--- src/rtl/spi_ram_arbiter_if.sv ---
// Command, response and RAM signals shared by the arbiter and its requesters.
interface spi_ram_arbiter_if #(
  parameter int ADDR_SIZE = 8
);
  logic [9:0]           req0_data;
  logic                 req0_valid;
  logic                 req0_ready;
  logic [9:0]           req1_data;
  logic                 req1_valid;
  logic                 req1_ready;
  logic [7:0]           rsp0_data;
  logic                 rsp0_valid;
  logic [7:0]           rsp1_data;
  logic                 rsp1_valid;
  logic                 mem_en;
  logic                 mem_we;
  logic [ADDR_SIZE-1:0] mem_addr;
  logic [7:0]           mem_din;
  logic [7:0]           mem_dout;

  // arbiter side
  modport slave (
    input  req0_data, req0_valid, req1_data, req1_valid, mem_dout,
    output req0_ready, req1_ready, rsp0_data, rsp0_valid, rsp1_data, rsp1_valid,
           mem_en, mem_we, mem_addr, mem_din
  );

  // requesters plus RAM side
  modport master (
    output req0_data, req0_valid, req1_data, req1_valid, mem_dout,
    input  req0_ready, req1_ready, rsp0_data, rsp0_valid, rsp1_data, rsp1_valid,
           mem_en, mem_we, mem_addr, mem_din
  );
endinterface

--- src/rtl/spi_ram_arbiter.sv ---
// Two-requester round-robin arbiter in front of a single-port synchronous RAM.
// Commands: 00 set write ptr, 01 write+inc, 10 set read ptr, 11 read+inc.
module spi_ram_arbiter #(
  parameter int MEM_DEPTH = 256,
  parameter int ADDR_SIZE = 8
) (
  input  logic                clk,
  input  logic                rst_n,
  spi_ram_arbiter_if.slave    bus
);
  typedef enum logic [1:0] {IDLE, ACCESS, RESP} state_t;

  state_t                    state;
  logic                      rr;      // requester favoured on contention
  logic                      owner;   // requester of the access in flight
  logic [1:0][ADDR_SIZE-1:0] wa, ra;

  logic                 idle, grant0, grant1, acc, win;
  logic [9:0]           cmd;
  logic [1:0]           op;
  logic [ADDR_SIZE-1:0] pay;

  function automatic logic [ADDR_SIZE-1:0] inc(input logic [ADDR_SIZE-1:0] p);
    return (p == ADDR_SIZE'(MEM_DEPTH-1)) ? '0 : p + 1'b1;
  endfunction

  // Grant selection; ready is held low while in reset so nothing is accepted then
  always_comb begin
    idle   = rst_n && (state == IDLE);
    grant0 = idle && bus.req0_valid && (!bus.req1_valid || !rr);
    grant1 = idle && bus.req1_valid && (!bus.req0_valid ||  rr);
    acc    = grant0 || grant1;
    win    = grant1;
    cmd    = win ? bus.req1_data : bus.req0_data;
    op     = cmd[9:8];
    pay    = ADDR_SIZE'(cmd[7:0]);
  end

  assign bus.req0_ready = grant0;
  assign bus.req1_ready = grant1;

  // Access sequencer: decode, pointer update, RAM drive and response routing
  always_ff @(posedge clk or negedge rst_n) begin
    if (!rst_n) begin
      state          <= IDLE;
      rr             <= 1'b0;
      owner          <= 1'b0;
      wa             <= '0;
      ra             <= '0;
      bus.mem_en     <= 1'b0;
      bus.mem_we     <= 1'b0;
      bus.mem_addr   <= '0;
      bus.mem_din    <= '0;
      bus.rsp0_data  <= '0;
      bus.rsp0_valid <= 1'b0;
      bus.rsp1_data  <= '0;
      bus.rsp1_valid <= 1'b0;
    end else begin
      bus.rsp0_valid <= 1'b0;
      bus.rsp1_valid <= 1'b0;
      unique case (state)
        IDLE: if (acc) begin
          rr <= ~win;
          unique case (op)
            2'b00: wa[win] <= pay;
            2'b10: ra[win] <= pay;
            2'b01: begin
              bus.mem_en   <= 1'b1;
              bus.mem_we   <= 1'b1;
              bus.mem_addr <= wa[win];
              bus.mem_din  <= cmd[7:0];
              wa[win]      <= inc(wa[win]);
              owner        <= win;
              state        <= ACCESS;
            end
            2'b11: begin
              bus.mem_en   <= 1'b1;
              bus.mem_we   <= 1'b0;
              bus.mem_addr <= ra[win];
              ra[win]      <= inc(ra[win]);
              owner        <= win;
              state        <= ACCESS;
            end
          endcase
        end
        ACCESS: begin
          bus.mem_en <= 1'b0;
          bus.mem_we <= 1'b0;
          state      <= bus.mem_we ? IDLE : RESP;
        end
        RESP: begin
          if (owner) begin
            bus.rsp1_data  <= bus.mem_dout;
            bus.rsp1_valid <= 1'b1;
          end else begin
            bus.rsp0_data  <= bus.mem_dout;
            bus.rsp0_valid <= 1'b1;
          end
          state <= IDLE;
        end
        default: state <= IDLE;
      endcase
    end
  end
endmodule

--- src/flat_wrapper.sv ---
// flat-port wrapper written by rule: the top's interface ports become plain ports
module spi_ram_arbiter_flat 
#(
  parameter int MEM_DEPTH = 256,
  parameter int ADDR_SIZE = 8
)
  (clk, rst_n, bus_req0_data, bus_req0_valid, bus_req1_data, bus_req1_valid, bus_mem_dout, bus_req0_ready, bus_req1_ready, bus_rsp0_data, bus_rsp0_valid, bus_rsp1_data, bus_rsp1_valid, bus_mem_en, bus_mem_we, bus_mem_addr, bus_mem_din);
  spi_ram_arbiter_if #(.ADDR_SIZE(ADDR_SIZE)) bus_i ();
  input  logic clk;
  input  logic rst_n;
  input wire logic [$bits(bus_i.req0_data)-1:0] bus_req0_data;
  input wire logic [$bits(bus_i.req0_valid)-1:0] bus_req0_valid;
  input wire logic [$bits(bus_i.req1_data)-1:0] bus_req1_data;
  input wire logic [$bits(bus_i.req1_valid)-1:0] bus_req1_valid;
  input wire logic [$bits(bus_i.mem_dout)-1:0] bus_mem_dout;
  output wire logic [$bits(bus_i.req0_ready)-1:0] bus_req0_ready;
  output wire logic [$bits(bus_i.req1_ready)-1:0] bus_req1_ready;
  output wire logic [$bits(bus_i.rsp0_data)-1:0] bus_rsp0_data;
  output wire logic [$bits(bus_i.rsp0_valid)-1:0] bus_rsp0_valid;
  output wire logic [$bits(bus_i.rsp1_data)-1:0] bus_rsp1_data;
  output wire logic [$bits(bus_i.rsp1_valid)-1:0] bus_rsp1_valid;
  output wire logic [$bits(bus_i.mem_en)-1:0] bus_mem_en;
  output wire logic [$bits(bus_i.mem_we)-1:0] bus_mem_we;
  output wire logic [$bits(bus_i.mem_addr)-1:0] bus_mem_addr;
  output wire logic [$bits(bus_i.mem_din)-1:0] bus_mem_din;
  assign bus_i.req0_data = bus_req0_data;
  assign bus_i.req0_valid = bus_req0_valid;
  assign bus_i.req1_data = bus_req1_data;
  assign bus_i.req1_valid = bus_req1_valid;
  assign bus_i.mem_dout = bus_mem_dout;
  assign bus_req0_ready = bus_i.req0_ready;
  assign bus_req1_ready = bus_i.req1_ready;
  assign bus_rsp0_data = bus_i.rsp0_data;
  assign bus_rsp0_valid = bus_i.rsp0_valid;
  assign bus_rsp1_data = bus_i.rsp1_data;
  assign bus_rsp1_valid = bus_i.rsp1_valid;
  assign bus_mem_en = bus_i.mem_en;
  assign bus_mem_we = bus_i.mem_we;
  assign bus_mem_addr = bus_i.mem_addr;
  assign bus_mem_din = bus_i.mem_din;
  spi_ram_arbiter #(.MEM_DEPTH(MEM_DEPTH), .ADDR_SIZE(ADDR_SIZE)) u_core (.clk(clk), .rst_n(rst_n), .bus(bus_i));
endmodule
--- config.mk ---
export PLATFORM = sky130hd
export DESIGN_NAME = spi_ram_arbiter_flat
export DESIGN_NICKNAME = d
export VERILOG_FILES = /design/src/rtl/spi_ram_arbiter_if.sv /design/src/rtl/spi_ram_arbiter.sv /design/src/flat_wrapper.sv
export SDC_FILE = /design/constraint.sdc
export NUM_CORES = 1
export LEC_CHECK = 0
export BUFFER_PORTS_ARGS = -buffer_cell sky130_fd_sc_hd__buf_4
export CAP_MARGIN = 20
export CORE_UTILIZATION = 35
export CTS_CLUSTER_DIAMETER = 100
export DETAILED_ROUTE_END_ITERATION = 12
export PLACE_DENSITY = 0.59
export SYNTH_ARGS = -nofsm -noshare
export SYNTH_HDL_FRONTEND = slang
export SYNTH_SLANG_ARGS = --single-unit
--- constraint.sdc ---
create_clock -name clk -period 2 [get_ports clk]
set_clock_uncertainty 0.15 [all_clocks]
set_input_delay 0.3 -clock clk [delete_from_list [all_inputs] [get_ports clk]]
set_output_delay 0.3 -clock clk [all_outputs]
set_load 0.05 [all_outputs]
# After elaboration in Yosys (flattened, before gate mapping)
# Cells that the tools add are included.
# word_totals
register_bits	72
inputBits	32
output_inout_bits	38
elab_cells	91
# classes
n_addsub	2
magnitude_cmp	2
n_eq_ne	10
n_mux	30
bitwise_logic	2
reduce_logical	30
# ops
cell	count
bitwise mux 16 bit	4
one-hot mux 16 bit (2 select lines)	2
2-to-1 mux 8 bit	7
AND reduction 3 bit	7
adder 8 x 1 -> 8 bit, second input constant	2
equality test 8 bit, second input constant	2
one-hot mux 8 bit (2 select lines)	1
2-to-1 mux 10 bit	1
demux 8 bit (select 1 bit)	1
AND reduction 2 bit	4
nonzero test 2 bit	4
2-to-1 mux 1 bit	7
equality test 2 bit, second input constant	3
logical AND 1 bit	6
2-to-1 mux 2 bit	3
one-hot mux 1 bit (2 select lines)	3
equality test 2 x 1 -> 1 bit, second input constant	2
logical NOT 2 bit	2
one-hot mux 2 bit (2 select lines)	1
logical NOT 1 bit	3
logical OR 1 bit	3
inequality test 3 bit, second input constant	1
less-than comparator 1 x 2 -> 1 bit, second input constant	1
inequality test 2 x 1 -> 1 bit, second input constant	1
4 further kinds	5

# Depth between registers and ports, before layout
# Gate-level depths: netlist of run 1.
# depth
ltp_word	10
depth_mapped	8
mapped_depth_nobuf	6

# Least setup slack after synthesis of run 1
# No wires, ideal clock.
# synth_timing
kind	reg-to-reg
startpoint	reg u_core.state[1]
endpoint	reg u_core.ra[4] in the netlist's numbering
setup_ns	0.134
arrival_ns	1.733
required_ns	1.716
path_slack_ns	-0.017
stages_incl_launch_ff	8
path_buffers	1
period_less_slack_ns	2.017
path_cell_list	dfrtp_1 -> nor3b_4 -> nand3_1 -> inv_2 -> nand2_1 -> clkbuf_1 -> o21ai_0 -> o21ai_0
# synth_between
elab_cells_between_ends	25
cone_classes	add/sub: 1; order compare: 2; eq/ne: 3; mux: 9; reduce/logical: 10
# synth_lines
item	line_no	text
start, declared	spi_ram_arbiter.sv:13	state_t state;
start signal, assigned	spi_ram_arbiter.sv:89	state <= bus.mem_we ? IDLE : RESP;
logical NOT 2 bit	spi_ram_arbiter.sv:29	idle = rst_n && (state == IDLE);
logical AND 1 bit	spi_ram_arbiter.sv:29	
logical AND 1 bit (2 in series)	spi_ram_arbiter.sv:30	grant0 = idle && bus.req0_valid && (!bus.req1_valid || !rr);
net bus_req0_ready	flat_wrapper.sv:16	output wire logic [$bits(bus_i.req0_ready)-1:0] bus_req0_ready;
logical OR 1 bit	spi_ram_arbiter.sv:32	acc = grant0 || grant1;
AND reduction 3 bit (no line)	-	
end signal, assigned by index	spi_ram_arbiter.sv:66	2'b10: ra[win] <= pay;
end signal, assigned by index	spi_ram_arbiter.sv:80	ra[win] <= inc(ra[win]);
end, declared	spi_ram_arbiter.sv:16	logic [1:0][ADDR_SIZE-1:0] wa, ra;
# The timed path passes the listed nets, and every way through them passes these cells. The select of a mux whose other input is x is not followed.
# A chain may end at the register's enable or synchronous reset.

# Worst setup path after layout of run 1
# layout_timing
startpoint	reg u_core.state[1]
endpoint	out bus_req1_ready
# layout_between
elab_chain_cells	4
# layout_rtl
item	line_no	text
logical NOT 2 bit	spi_ram_arbiter.sv:29	
logical AND 1 bit	spi_ram_arbiter.sv:29	
logical AND 1 bit (2 in series)	spi_ram_arbiter.sv:31	grant1 = idle && bus.req1_valid && (!bus.req0_valid || rr);
end, declared	flat_wrapper.sv:17	output wire logic [$bits(bus_i.req1_ready)-1:0] bus_req1_ready;
# Every way passes these cells.

==> results.json, run 1 <==
{
  "status": "complete, but fails checks",
  "violations": "negative setup slack",
  "die_area_mm2": 0.0113,
  "root_buffer": "clkbuf_8",
  "maxCapViolCount": 0,
  "antenna_found_initial": 0,
  "die_w_um": 106,
  "fin_crit_ns": 2.03,
  "drc": 0,
  "ys.flop_type": "dfrtp_1",
  "final_cell_mix": "buf_4 (110), dfrtp_1 (72), nand2_1 (69)",
  "wl_um": 12200,
  "maxSlewViolCount": 0,
  "ys_warn_count": 0,
  "ir_worst_vdd_mv": 0.821,
  "drive_gt1_share_pct": 35.7,
  "nets": 568,
  "crit_slowest_cell": "dfrtp_1",
  "htree_levels": 3,
  "start_kind": "flop",
  "required_ns": 1.55,
  "netlist.area_leader.share_pct": 47.3,
  "ys_top_cells_by_area": "dfrtp_1 (47%), nand2_1 (6.9%), o21ai_0 (5.3%), mux2_2 (3.8%), a21oi_1 (3.4%)",
  "drtPass1Iterations": 5,
  "synth-edff-count": 0,
  "arrival_ns": 1.58,
  "cts_tree": "yes",
  "rsz0062_at_grt": "yes",
  "hold_viol_final": 0,
  "place.gp.congestion": 0.923,
  "grt_max_degree": 73,
  "via_per_inst": 5.60,
  "cp-startpoint": "u_core.state[1]",
  "clk_pin_slew_ns": 0.10,
  "hold_class": "in2async",
  "max_freq_mhz": 492,
  "yosysUniqueCellTypes": 52,
  "layout_commonest_cell": "buf_4",
  "portBuffers": 69,
  "seq_area_frac_synth_pct": 47.3,
  "worstPathMaxFanout": 5,
  "ys_ff_latch": 72,
  "yosys.area.top_type": "dfrtp_1",
  "ios": 70,
  "core_mm2": 0.0104,
  "wl_per_cell_um": 18.1,
  "drtIter0Drc": 234,
  "worstReg2RegEnd": "u_core.bus.mem_addr[0]",
  "setup_slack_ns": -0.0316,
  "die_y_um": 106,
  "relSlewSlack_pct": 40.6,
  "row_count": 37,
  "antenna_cells": 0,
  "worstSetupEndpoint": "bus_req1_ready",
  "synth_nets": 451,
  "cp_top_family": "simple AND/OR/NAND/NOR gates",
  "grt_pass1_vias": 3625,
  "r2r_start": "u_core.state[1]",
  "syn_inst": 419,
  "critical_path_buf_inv_count": 3,
  "pre_cts_ws_ns": -0.0109,
  "cp-end-kind": "primary output",
  "grt_pass1_wl_um": 19400,
  "cts_buffer_depth": 2,
  "path_cells": "nor3b_4 -> nand3_4 -> clkinv_4 -> buf_6 -> buf_8",
  "area_delta_synth_final_pct": 40.2,
  "vias": 3794,
  "critical-path-max-stage-delay_ns": 0.41,
  "setup_viol": 2,
  "insertion_delay_ns": 0.37,
  "finalCritPeriodShare_pct": 102,
  "worst_pin_slew_ns": 0.891,
  "reg2regPathDepth": 7,
  "cts_made_buffers": 9,
  "path_class": "reg2out",
  "synthArstFlopShare_pct": 100,
  "start_util_pct": 36.6,
  "utilization_pct": 51.3,
  "ant_nets": 0,
  "avgSynthCellArea_um2": 9.09,
  "groute.usage.overall_pct": 22.5,
  "overflow": 0,
  "dp_hpwl_um": 8820,
  "cts_sinks": 72,
  "r2r_slack_ns": 0.02,
  "p_leak_nw": 2.49,
  "power.density_mw_per_mm2": 1350,
  "crit_cells": 5,
  "syn-cell-area_mm2": 0.00381
}
[stage by stage]
stage | TNS, ns | instance area [um2] | std cells | hold slack (ns) | power [mW]
2_1_floorplan | 0 | 3810 | 419 | -0.146 | 4.60
3_3_place_gp | 0 | 4740 | 641 | 0.312 | 5.78
3_5_place_dp | -0.0109 | 4740 | 641 | 0.319 | 5.84
4_1_cts | -0.0997 | 5130 | 673 | 0.0520 | 7.05
5_1_grt | -0.708 | 5340 | 677 | 0.0931 | 7.58
6_report | -0.0534 | 5340 | 677 | 0.0179 | 7.19
[power breakdown]
group / switching [mW] / internal [mW]
registers: 0.457 / 2.03
clock network: 0.662 / 0.474
logic: 2.27 / 1.30
[how the worst min path moves through the flow]
| stage | from | depth (start not counted) | endpoint |
|---|---|---|---|
| 2_1_floorplan | rst_n | 0 | u_core.bus.mem_addr[0] |
| 3_3_place_gp | u_core.bus.rsp1_data[4] | 2 | u_core.bus.rsp1_data[4] |
| 3_5_place_dp | u_core.bus.mem_addr[2] | 1 | u_core.bus.mem_addr[2] |
| 4_1_cts | rst_n | 2 | u_core.bus.rsp0_data[7] |
| 5_1_grt | bus_req1_data[3] | 2 | u_core.wa[11] |
| 6_report | rst_n | 2 | u_core.ra[0] |
[timing repair]
item                                    4_1_cts  5_1_grt
hold buffers                                  8        0
endpoints found under the setup margin        4       45
pin swaps                                     4       13
endpoints found under the hold margin         8        0
resized for setup                            16       50
cloned                                        0        1
buffers inserted                              8        4
[metal layers]
metal | wire [um] | part of all wire [%] | up-vias | global-route usage, %
met2 | 5650 | 46 | 173 | 35.1
met4 | 214 | 1.7 | 0 | 6.65
met5 | 0 | 0 | - | 0
met1 | 5480 | 45 | 1833 | 31.5
li1 | - | - | 1773 | -
met3 | 897 | 7.3 | 15 | 4.54
[cell usage after synthesis, types with 2 or more instances]
cell,n
a22oi_2,2
nor3_1,12
and2_1,2
a211oi_1,8
dfrtp_1,72
nand4_1,7
mux2i_1,10
nor4_1,2
nand3_1,13
a22oi_1,7
a31oi_1,3
nor3b_1,2
inv_1,7
nor2_1,17
o21ai_0,40
a2111oi_0,2
nand2b_1,5
and4_1,3
a21oi_1,26
mux2_2,13
buf_2,7
o31ai_1,2
a311oi_1,7
o22ai_1,14
clkbuf_1,18
nand2_1,70
and3_1,12
a21o_1,11
a22o_1,2
[logic make-up after synthesis]
kind of cell	Yosys count	share of synthesized area, %
simple gates	154	19.8
flops	72	47.3
mux	23	6.47
buf+inv	38	4.27
compound gates	132	22.1
[layout make-up]
type | count | area, um2
tap | 136 | 170
fill | 989 | 5070
timing repair buffer | 133 | 1100
sequential | 72 | 1800
inverter | 10 | 45.0
clock buffer | 9 | 124
clock inverter | 7 | 61.3
multi-input combinational | 310 | 2040
[state kept, by name (all words and copies together), names as in the netlist]
register	count
u_core.bus.rsp1_valid	1
u_core.owner	1
u_core.state	2
u_core.ra	16
u_core.rr	1
u_core.bus.mem_we	1
u_core.bus.rsp0_data	8
u_core.bus.mem_din	8
u_core.bus.mem_en	1
u_core.bus.rsp0_valid	1
u_core.wa	16
u_core.bus.rsp1_data	8
u_core.bus.mem_addr	8
(Power assumes the default switching activity.)
==> run 2: changes to the inputs <==
--- a/config.mk
+++ b/config.mk
@@ -7,10 +7,12 @@
 export LEC_CHECK = 0
 export BUFFER_PORTS_ARGS = -buffer_cell sky130_fd_sc_hd__buf_4
 export CAP_MARGIN = 20
+export CORE_MARGIN = 2
 export CORE_UTILIZATION = 35
 export CTS_CLUSTER_DIAMETER = 100
 export DETAILED_ROUTE_END_ITERATION = 12
 export PLACE_DENSITY = 0.59
+export RECOVER_POWER = 25
 export SYNTH_ARGS = -nofsm -noshare
 export SYNTH_HDL_FRONTEND = slang
 export SYNTH_SLANG_ARGS = --single-unit
==> results.json, run 2 (synthesis results as in run 1) <==
{
  "status": "complete, but fails checks",
  "violations": "max-capacitance violations, max-slew violations, negative setup slack",
  "groute.usage.overall_pct": 21.2,
  "crit_slowest_cell": "dfrtp_1",
  "reg_top3": "u_core.ra (16), u_core.wa (16)",
  "finalCritPeriodShare_pct": 102,
  "fillers": 1017,
  "path_cells": "nor3b_4 -> nand3_4 -> clkinv_4 -> buf_6 -> buf_12",
  "via_per_inst": 5.64,
  "cts_sinks": 72,
  "insertion_delay_ns": 0.36,
  "path_class": "reg2out",
  "antenna_found_initial": 0,
  "utilization_pct": 49.6,
  "vias": 3808,
  "power.density_mw_per_mm2": 1350,
  "pre_cts_ws_ns": -0.0279,
  "worstPathMaxFanout": 5,
  "setup_slack_ns": -0.0459,
  "clk_pin_slew_ns": 0.08,
  "core_mm2": 0.0107,
  "layout_commonest_cell": "buf_4",
  "postLayoutCellArea_mm2": 0.00533,
  "area_delta_synth_final_pct": 39.9,
  "hold_class": "in2reg",
  "drive_gt1_share_pct": 35.3,
  "start_util_pct": 35.5,
  "max_freq_mhz": 489,
  "stdcell_count": 675,
  "fin_crit_ns": 2.05,
  "cp-end-kind": "primary output",
  "relSlewSlack_pct": -9.91,
  "post-place-cells": 637,
  "cts_tree": "yes",
  "critical-path-max-stage-delay_ns": 0.41,
  "ios": 70,
  "dpl_cell_area_mm2": 0.00467,
  "final_cell_mix": "buf_4 (104), dfrtp_1 (71), nand2_1 (68)",
  "place.gp.congestion": 0.926,
  "grt_max_degree": 73,
  "rsz0062_at_grt": "yes",
  "antenna_cells": 0,
  "drc": 0,
  "hold_viol_final": 0,
  "wl_per_cell_um": 18.1,
  "nets": 562,
  "arrival_ns": 1.60,
  "worst_pin_slew_ns": 1.65,
  "portBuffers": 69,
  "htree_levels": 3,
  "cts_made_buffers": 9,
  "p_leak_nw": 2.47,
  "overflow": 0,
  "cts_buffer_depth": 2,
  "grt_pass1_vias": 3680,
  "root_buffer": "clkbuf_8",
  "required_ns": 1.55,
  "drtPass1Iterations": 5,
  "die_w_um": 108,
  "setup_viol": 7,
  "grt_pass1_wl_um": 19000,
  "dp_hpwl_um": 8420,
  "ant_nets": 0,
  "drtIter0Drc": 428,
  "wl_um": 12200,
  "start_kind": "flop",
  "die_y_um": 108,
  "ir_worst_vdd_mv": 1.02,
  "die_area_mm2": 0.0117,
  "maxSlewViolCount": 73,
  "maxCapViolCount": 1,
  "row_count": 38
}
## run 2: worst paths after layout
check                                         from                      end  slack (ns)  cells past startpoint
hold reg to reg            u_core.bus.rsp1_data[0]  u_core.bus.rsp1_data[0]        0.33                      2
max in group asynchronous                    rst_n             u_core.wa[9]        0.27                      2
setup / recovery                   u_core.state[1]           bus_req1_ready       -0.05                      5
min in group asynchronous                    rst_n          u_core.state[1]        0.36                      2
setup reg to reg                   u_core.state[1]   u_core.bus.mem_addr[5]       -0.02                      8
hold / removal                    bus_req1_data[0]    u_core.bus.mem_din[0]        0.09                      3
## run 2: cell type report
cell class	instances	area [um2]	share of cell area, %
clock buffers	10	128	2.39
multi-input cells	309	2070	38.9
clock inverters	6	68.8	1.29
repair buffers	128	1040	19.5
flip-flops and latches	72	1800	33.8
well taps	140	175	3.29
inverters	10	45.0	0.845
## run 2: critical path, delay by kind of cell (launching register included)
kind / cells / cell delay [ns]
DFF: 1 / 0.41
and+or+nand+nor: 2 / 0.47
buffers and inverters: 3 / 0.35
## run 2: routing by layer
metal  track usage (%)  vias up  part of all wire (%)
li1                  -     1761                     -
met1              29.1     1852                    45
met2              30.4      166                    43
met3              4.46       29                   7.5
met4              13.0        0                   4.1
met5                 0        -                     0
## run 2: what timing repair did
item / 4_1_cts / 5_1_grt
pin swaps: 4 / 8
setup buffers: 6 / 8
gates cloned: 0 / 1
hold buffers: 8 / 0
resized for setup: 25 / 49
hold endpoints to repair: 8 / 0
endpoints found under the setup margin: 3 / 44
## run 2: stage by stage
stage	total power, mW	hold WS, ns	TNS (ns)
4_1_cts	7.04	0.0583	-0.390
3_3_place_gp	5.71	0.314	0
5_1_grt	7.60	0.101	-1.40
2_1_floorplan	4.60	-0.146	0
3_5_place_dp	5.75	0.314	-0.0279
6_report	7.20	0.0868	-0.168
## run 2: power by group
| part | internal [mW] | switching (mW) | total, mW |
|---|---|---|---|
| Sequential | 2.03 | 0.491 | 2.52 |
| Clock | 0.583 | 0.607 | 1.19 |
| Combinational | 1.24 | 2.25 | 3.49 |
